==> config.mk <==
export PLATFORM = sky130hd
export DESIGN_NAME = alu_exec_ctrl
export DESIGN_NICKNAME = d
export VERILOG_FILES = /design/src/rtl/alu_pkg.sv /design/src/rtl/cond_eval.sv /design/src/rtl/alu_exec_ctrl.sv
export SDC_FILE = /design/constraint.sdc
export NUM_CORES = 1
export LEC_CHECK = 0
export CORE_ASPECT_RATIO = 1.1
export CORE_MARGIN = 2
export CORE_UTILIZATION = 40
export DETAILED_ROUTE_END_ITERATION = 8
export PLACE_DENSITY = 0.7
export SLEW_MARGIN = 20
export SYNTH_ARGS = -nofsm -noshare
export SYNTH_HDL_FRONTEND = slang
export SYNTH_SLANG_ARGS = --single-unit
export TNS_END_PERCENT = 20
==> constraint.sdc <==
create_clock -name clk -period 2.18 [get_ports clk]
set_input_delay 0.327 -clock clk [delete_from_list [all_inputs] [get_ports clk]]
set_output_delay 0.327 -clock clk [all_outputs]
set_load 0.005 [all_outputs]
==> src/rtl/alu_pkg.sv <==
// Shared definitions for the execute stage: NZCV bit positions, ARM condition
// codes, ALU op encodings and the execute controller state encoding.
package alu_pkg;

  localparam int CC_N = 3;
  localparam int CC_Z = 2;
  localparam int CC_C = 1;
  localparam int CC_V = 0;

  typedef enum logic [3:0] {
    COND_EQ = 4'h0, COND_NE = 4'h1, COND_CS = 4'h2, COND_CC = 4'h3,
    COND_MI = 4'h4, COND_PL = 4'h5, COND_VS = 4'h6, COND_VC = 4'h7,
    COND_HI = 4'h8, COND_LS = 4'h9, COND_GE = 4'hA, COND_LT = 4'hB,
    COND_GT = 4'hC, COND_LE = 4'hD, COND_AL = 4'hE, COND_NV = 4'hF
  } cond_e;

  localparam logic [4:0] OP_ADD = 5'd0;
  localparam logic [4:0] OP_SUB = 5'd1;
  localparam logic [4:0] OP_AND = 5'd2;
  localparam logic [4:0] OP_ORR = 5'd3;
  localparam logic [4:0] OP_EOR = 5'd4;

  typedef enum logic [1:0] {
    ST_IDLE = 2'd0,
    ST_EXEC = 2'd1,
    ST_WB   = 2'd2
  } state_e;

endpackage

==> src/rtl/cond_eval.sv <==
// ARM condition evaluator: NZCV flags + 4-bit condition field -> pass.
module cond_eval
  import alu_pkg::*;
(
  input  logic [3:0] flags,
  input  logic [3:0] cond,
  output logic       pass
);

  logic n, z, c, v;

  assign n = flags[CC_N];
  assign z = flags[CC_Z];
  assign c = flags[CC_C];
  assign v = flags[CC_V];

  always_comb begin
    pass = 1'b0;
    case (cond_e'(cond))
      COND_EQ: pass = z;
      COND_NE: pass = ~z;
      COND_CS: pass = c;
      COND_CC: pass = ~c;
      COND_MI: pass = n;
      COND_PL: pass = ~n;
      COND_VS: pass = v;
      COND_VC: pass = ~v;
      COND_HI: pass = c & ~z;
      COND_LS: pass = ~c | z;
      COND_GE: pass = (n == v);
      COND_LT: pass = (n != v);
      COND_GT: pass = ~z & (n == v);
      COND_LE: pass = z | (n != v);
      COND_AL: pass = 1'b1;
      COND_NV: pass = 1'b0;
      default: pass = 1'b0;
    endcase
  end

endmodule

==> src/rtl/alu_exec_ctrl.sv <==
// Execute-stage controller: conditionally drives the external ALU, owns the
// NZCV register and hands results to writeback over valid/ready.
module alu_exec_ctrl
  import alu_pkg::*;
#(
  parameter int DATA_W = 16,
  parameter int OP_W   = 5,
  parameter int RD_W   = 3
) (
  input  logic              clk,
  input  logic              rst_n,
  input  logic              issue_valid,
  output logic              issue_ready,
  input  logic [OP_W-1:0]   issue_op,
  input  logic [DATA_W-1:0] issue_a,
  input  logic [DATA_W-1:0] issue_b,
  input  logic [3:0]        issue_cond,
  input  logic              issue_setflags,
  input  logic [RD_W-1:0]   issue_rd,
  output logic [DATA_W-1:0] alu_a,
  output logic [DATA_W-1:0] alu_b,
  output logic [OP_W-1:0]   alu_op,
  input  logic [DATA_W-1:0] alu_out,
  input  logic [3:0]        alu_cond_code,
  output logic              wb_valid,
  input  logic              wb_ready,
  output logic [DATA_W-1:0] wb_data,
  output logic [RD_W-1:0]   wb_rd,
  output logic              wb_executed,
  output logic [3:0]        flags
);

  state_e state_q, state_d;
  logic   rdy_q;
  logic   setflags_q;
  logic   cond_pass;
  logic   accept;

  cond_eval u_cond_eval (
    .flags (flags),
    .cond  (issue_cond),
    .pass  (cond_pass)
  );

  // rdy_q keeps issue_ready low until the first edge after reset release.
  always_ff @(posedge clk or negedge rst_n) begin
    if (!rst_n) begin
      state_q <= ST_IDLE;
      rdy_q   <= 1'b0;
    end else begin
      state_q <= state_d;
      rdy_q   <= 1'b1;
    end
  end

  always_comb begin
    state_d     = state_q;
    issue_ready = 1'b0;
    wb_valid    = 1'b0;
    case (state_q)
      ST_IDLE: issue_ready = rdy_q;
      ST_EXEC: state_d = ST_WB;
      ST_WB: begin
        wb_valid    = 1'b1;
        issue_ready = wb_ready;
        if (wb_ready) state_d = ST_IDLE;
      end
      default: state_d = ST_IDLE;
    endcase
    accept = issue_valid & issue_ready;
    if (accept) state_d = cond_pass ? ST_EXEC : ST_WB;
  end

  // A failed condition goes straight to WB with a zero, non-executed result.
  always_ff @(posedge clk or negedge rst_n) begin
    if (!rst_n) begin
      alu_a       <= '0;
      alu_b       <= '0;
      alu_op      <= '0;
      wb_data     <= '0;
      wb_rd       <= '0;
      wb_executed <= 1'b0;
      setflags_q  <= 1'b0;
      flags       <= 4'b0000;
    end else if (accept) begin
      wb_rd      <= issue_rd;
      setflags_q <= issue_setflags;
      if (cond_pass) begin
        alu_a  <= issue_a;
        alu_b  <= issue_b;
        alu_op <= issue_op;
      end else begin
        wb_data     <= '0;
        wb_executed <= 1'b0;
      end
    end else if (state_q == ST_EXEC) begin
      wb_data     <= alu_out;
      wb_executed <= 1'b1;
      if (setflags_q) flags <= alu_cond_code;
    end
  end

endmodule

==> flow_summary.toml, run 1 <==
[status]
outcome = "finished, final reports clean"

[yosys]
synth-edff-count = 0
yosysUniqueCellTypes = 36
synth_xor_xnor_area_share_pct = 0.403
synthAdderAreaFrac_pct = 0
yosysWarnings = 0
synth-main-ff-cell = "dfrtp_1"
synthMuxAreaShare_pct = 2.82
syn-num-nets = 509
async_flop_share_pct = 100
avgSynthCellArea_um2 = 9.88
yosys-top-cells-area = "dfrtp_1, a41oi_1, a41oi_2, o2111ai_1, nor3b_1"
synth_compound_area_share_pct = 34.1
synth_top_family_by_area = "compound AO/OA/AOI/OAI gates"
synthesis.area_mm2 = 0.00435
syn_inst = 440
ys_seq_area_share_pct = 37.4
synthSimpleGateAreaFrac_pct = 18.0
yosys.area.top_type = "dfrtp_1"
synth_top_cells_by_count = "dfrtp_1, a41oi_1, nor2b_1, nor3b_1"
synth_top_area_share_pct = 37.4
synth_most_common_cell = "dfrtp_1"
synth-seq-cells = 65

[grt]
antenna_found_initial = 0
grt_pass1_vias = 4390
grt_max_degree = 70
grt_pass1_wl_um = 21800
grt-ovfl-total = 0
grt_usage_pct = 23.1

[final_layout]
fillers = 907
diodes = 0
area_growth_pct = 46.6
final_nets = 621
drive_above_1_share_pct = 16.5

[critical_path]
cp-start-kind = "flip-flop"
worstPathRequired_ns = 2.39
worst_ep_arrival_time_ns = 2.30
path_class = "reg2reg"
crit_fanout = 38
end_kind = "flip-flop"

[power_and_ir_drop]
vdd_ir_drop_max_mv = 0.585
p_per_area_mw_per_mm2 = 1300
total_power_mw = 8.26
cellLeakagePower_nw = 2.19

[timing]
finalHoldViolCount = 0
max_freq_mhz = 477
finClkSkew_ns = 0.00477
min_period_ns = 2.10
setup_tns_ns = 0
maxSlewHeadroom_pct = 55.2
drv_slew = 0
max_slew.worst_pin.slew_ns = 0.672
setup_viol = 0
rsz0062_at_grt = "true"
period_share_pct = 96.2

[floorplan]
coreArea_mm2 = 0.0105
ios = 132
chipWidth_um = 103
rows = 39
die_y_um = 113
initial_utilization_pct = 41.4
die_area_mm2 = 0.0117

[job]
cap_violations = 0

[clock_network]
cts_buffer_depth = 2
cts_htree_levels = 3
clkTransAtPathRegs_ns = 0.06
cts_buffers = 9
cts_sinks = 65
clk_latency_ns = 0.33
cts_root_buf = "clkbuf_16"
cts_tree = "built"

[route]
ant_nets = 0
drt_pass1_iterations = 5
dr.first_iter.drc_count = 243
vias_per_cell = 6.24
drc = 0
wl_per_cell_um = 19.4
num_vias = 4366
drt-total-wl_um = 13600

[placement]
port_buffers = 131
gp_congestion = 0.740
dp_hpwl_um = 8540

[worst_hold_path]
hold_path_class = "in2reg"
-- cell usage in the layout, fill, tap and decap left out, types with 2 or more instances in the layout --
| cell type | Yosys | final |
|---|---|---|
| clkinvlp_4 | 0 | 2 |
| nand3_1 | 37 | 37 |
| dfrtp_2 | 0 | 2 |
| a31oi_1 | 17 | 17 |
| dfrtp_1 | 65 | 63 |
| a21oi_1 | 33 | 33 |
| buf_12 | 0 | 12 |
| nor3b_1 | 38 | 37 |
| clkdlybuf4s50_1 | 0 | 128 |
| o2111ai_1 | 37 | 37 |
| clkbuf_16 | 0 | 10 |
| and3_1 | 2 | 2 |
| nand2_1 | 3 | 3 |
| nand2b_1 | 3 | 3 |
| inv_1 | 3 | 3 |
| buf_4 | 6 | 17 |
| mux2_2 | 8 | 8 |
| a41oi_1 | 54 | 53 |
| bufinv_16 | 0 | 3 |
| nor2b_1 | 40 | 39 |
| a41oi_2 | 20 | 21 |
| o21ai_0 | 2 | 2 |
-- what timing repair did --
item / CTS / global route
setup endpoints to repair: 0 / 38
buffers inserted: 0 / 1
resized for setup: 0 / 7
hold buffers: 1 / 0
endpoints found under the hold margin: 16 / 0
-- stage by stage --
step	utilization (%)	std cells	instance area [um^2]	setup WS [ns]	hold slack, ns
final	60.7	700	6370	0.0825	0.397
after global routing	60.7	700	6370	-0.00504	0.407
after CTS	60.2	698	6310	0.00680	0.388
after detailed placement	56.7	681	5950	-0.343	0.317
after global placement	56.7	681	5950	-0.233	0.300
after floorplan	-	440	4350	0.230	0.0314
-- path summary, 6_finish.rpt --
path,slack (ns),cells after the start,start,to
setup / recovery,0.08,5,flags[2]$_DFFE_PN0P_,alu_op[0]$_DFFE_PN0P_
hold / removal,0.40,3,issue_cond[3],alu_op[1]$_DFFE_PN0P_
setup reg to reg,0.08,5,flags[2]$_DFFE_PN0P_,alu_op[0]$_DFFE_PN0P_
hold reg to reg,0.51,1,wb_rd[0]$_DFFE_PN0P_,wb_rd[0]$_DFFE_PN0P_
max in group asynchronous,0.97,3,rst_n,wb_data[13]$_DFFE_PN0P_
min in group asynchronous,0.49,2,rst_n,alu_b[12]$_DFFE_PN0P_
-- cells by family (layout without fill, tap and decap cells) --
logic type | after synthesis | after routing
buf+inv | 65 | 182
flops | 65 | 65
mux | 10 | 10
other cells | 1 | 1
simple gates | 126 | 126
xor+xnor | 2 | 2
compound gates | 171 | 171
-- cell type report --
type	instances	area, um^2	share of cell area [%]
Timing Repair Buffer	162	1710	26.9
Inverter	4	15.0	0.236
Clock buffer	10	239	3.75
Tap cell	143	179	2.81
Sequential cell	65	1630	25.6
Multi-Input combinational cell	310	2480	39.0
Clock inverter	6	114	1.79
-- power by group --
group	leakage (nW)	internal [mW]	total (mW)	switching, mW
clock network	0.165	1.15	1.73	0.578
registers	0.742	1.73	2.22	0.489
logic	1.29	2.37	4.31	1.94
total	2.19	5.25	8.26	3.01
-- state kept, by name, indices dropped and copies added (netlist names) --
register	count
wb_executed	1
wb_rd	3
alu_a	16
wb_data	16
alu_b	16
rdy_q	1
alu_op	5
state_q	2
flags	4
setflags_q	1
-- worst max-delay path, stage by stage (launching register included) --
cell	delay, ns
dfrtp_2	0.44
or4b_4	0.57
a311o_2	0.41
buf_12	0.20
a41oi_1	0.23
nand3_1	0.10
-- layer usage --
metal	track usage [%]	up-vias	wire [um]
li1	-	2018	-
met1	31.2	2165	5780
met2	36.2	176	6620
met3	7.04	7	1140
met4	5.79	0	72
met5	0	-	0
(Power assumes the default switching activity.)
==> inputs of run 2 (changes only) <==
- PLACE_DENSITY: 0.7 -> 0.66
- SKIP_CTS_REPAIR_TIMING: default -> 1
==> flow_summary.toml, run 2 (synthesized netlist as in run 1, its figures left out) <==
[critical_path]
end_kind = "flip-flop"
cp_slowest_cell = "or4b_4"
crit_fanout = 38
reg2reg_from = "flags[2]$_DFFE_PN0P_"
path_class = "reg2reg"
ff2ff_setup_slack_ns = 0.04
worstPathRequired_ns = 2.38
cpPeakStageDelay_ns = 0.57
r2r_cells = 5
cp-start-kind = "flip-flop"
worst_ep_arrival_time_ns = 2.34
path_cells = "or4b_4 > a311o_2 > buf_12 > a41oi_1 > nand3_1"
timing.rr.end = "alu_b[9]$_DFFE_PN0P_"

[grt]
grt_pass1_vias = 4377
grt_max_degree = 70
grt_usage_pct = 23.3
grt_pass1_wl_um = 22000
grt-ovfl-total = 0
antenna_found_initial = 0

[status]
outcome = "finished, final reports clean"

[timing]
finalHoldViolCount = 0
holdWs_ns = 0.0686
finClkSkew_ns = 0.00645
setup_viol = 0
max_freq_mhz = 467
setup_tns_ns = 0
max_slew.worst_pin.slew_ns = 1.07
drv_slew = 0
rsz0062_at_grt = "true"
maxSlewHeadroom_pct = 28.7
min_period_ns = 2.14
period_share_pct = 98.2

[floorplan]
die_area_mm2 = 0.0117
initial_utilization_pct = 41.4
ios = 132
die_y_um = 113
rows = 39
chipWidth_um = 103
coreArea_mm2 = 0.0105

[final_layout]
top_regs = "alu_a (16), alu_b (16), wb_data (16)"
diodes = 0
seq_area_mm2 = 0.00163
utilization_pct = 60.9
drive_above_1_share_pct = 17.4
final_nets = 623
postLayoutCellArea_mm2 = 0.00639
area_growth_pct = 46.9
fillers = 900
layout_commonest_cell = "clkdlybuf4s50_1"
mostFrequentLayoutCells = "clkdlybuf4s50_1, dfrtp_1, a41oi_1"
multi_input_area_mm2 = 0.00251

[job]
cap_violations = 0

[route]
drt-total-wl_um = 13900
ant_nets = 0
vias_per_cell = 6.34
dr.first_iter.drc_count = 292
num_vias = 4452
wl_per_cell_um = 19.8
drc = 0
drt_pass1_iterations = 5

[placement]
port_buffers = 131
placed_cell_area_mm2 = 0.00596
dp_hpwl_um = 8680
gp_congestion = 0.730

[power_and_ir_drop]
combPwrFrac_pct = 55.9
switching_share_pct = 38.2
p_clk_share_pct = 16.9
vdd_ir_drop_max_mv = 0.554
internal-power_mw = 5.02
cellLeakagePower_nw = 2.18
power_frac_seq_pct = 27.3
p_per_area_mw_per_mm2 = 1270
power.switching_mw = 3.10

[clock_network]
cts_buffer_depth = 2
cts_root_buf = "clkbuf_16"
cts_tree = "built"
cts_htree_levels = 3
clkTransAtPathRegs_ns = 0.06
cts_buffers = 9
clk_latency_ns = 0.34
cts_sinks = 65

[worst_hold_path]
hold_path_class = "in2async"
run 2: metal layers:
| layer | GRT usage (%) | share of wire [%] |
|---|---|---|
| met5 | 0 | 0 |
| met4 | 7.02 | 1.3 |
| met3 | 5.19 | 7.1 |
| met2 | 37.2 | 48 |
| met1 | 31.4 | 44 |
run 2: layout make-up:
cell class / instances / share of cell area [%]
Clock buffer: 9 / 3.53
Timing Repair Buffer: 164 / 27.8
Inverter: 4 / 0.235
Sequential cell: 65 / 25.5
Tap cell: 143 / 2.80
Clock inverter: 7 / 0.842
Multi-Input combinational cell: 310 / 39.3
run 2: worst max path at each step:
stage | start | endpoint | slack (ns) | depth (start not counted)
after global routing | flags[2]$_DFFE_PN0P_ | alu_b[9]$_DFFE_PN0P_ | -0.04 | 5
after detailed placement | issue_cond[1] | alu_b[13]$_DFFE_PN0P_ | -0.37 | 7
after floorplan | flags[2]$_DFFE_PN0P_ | alu_a[0]$_DFFE_PN0P_ | 0.23 | 6
after global placement | issue_cond[1] | alu_b[0]$_DFFE_PN0P_ | -0.26 | 7
final | flags[2]$_DFFE_PN0P_ | alu_b[9]$_DFFE_PN0P_ | 0.04 | 5
after CTS | issue_cond[1] | alu_b[13]$_DFFE_PN0P_ | -0.01 | 7
run 2: metrics by stage:
step,power (mW),cells,setup WS (ns)
4_1_cts,7.82,697,-0.0136
5_1_grt,8.66,702,-0.0359
3_5_place_dp,6.41,681,-0.366
3_3_place_gp,6.27,681,-0.256
2_1_floorplan,4.44,440,0.230
6_report,8.12,702,0.0398
run 2: power groups by stage:
| stage | clock (mW) | combinational (mW) | sequential (mW) |
|---|---|---|---|
| floorplan | 0 | 2.30 | 2.15 |
| finish | 1.37 | 4.54 | 2.21 |
| CTS | 1.40 | 4.22 | 2.20 |
| detailed placement | 0 | 4.21 | 2.20 |
| global placement | 0 | 4.09 | 2.17 |
| global route | 1.45 | 4.92 | 2.29 |
run 2: worst max-delay path, delay by kind of cell, from the launching register on:
family	cells	cell delay, ns
compound gates	2	0.67
buf+inv	1	0.19
flops	1	0.43
simple gates	2	0.68
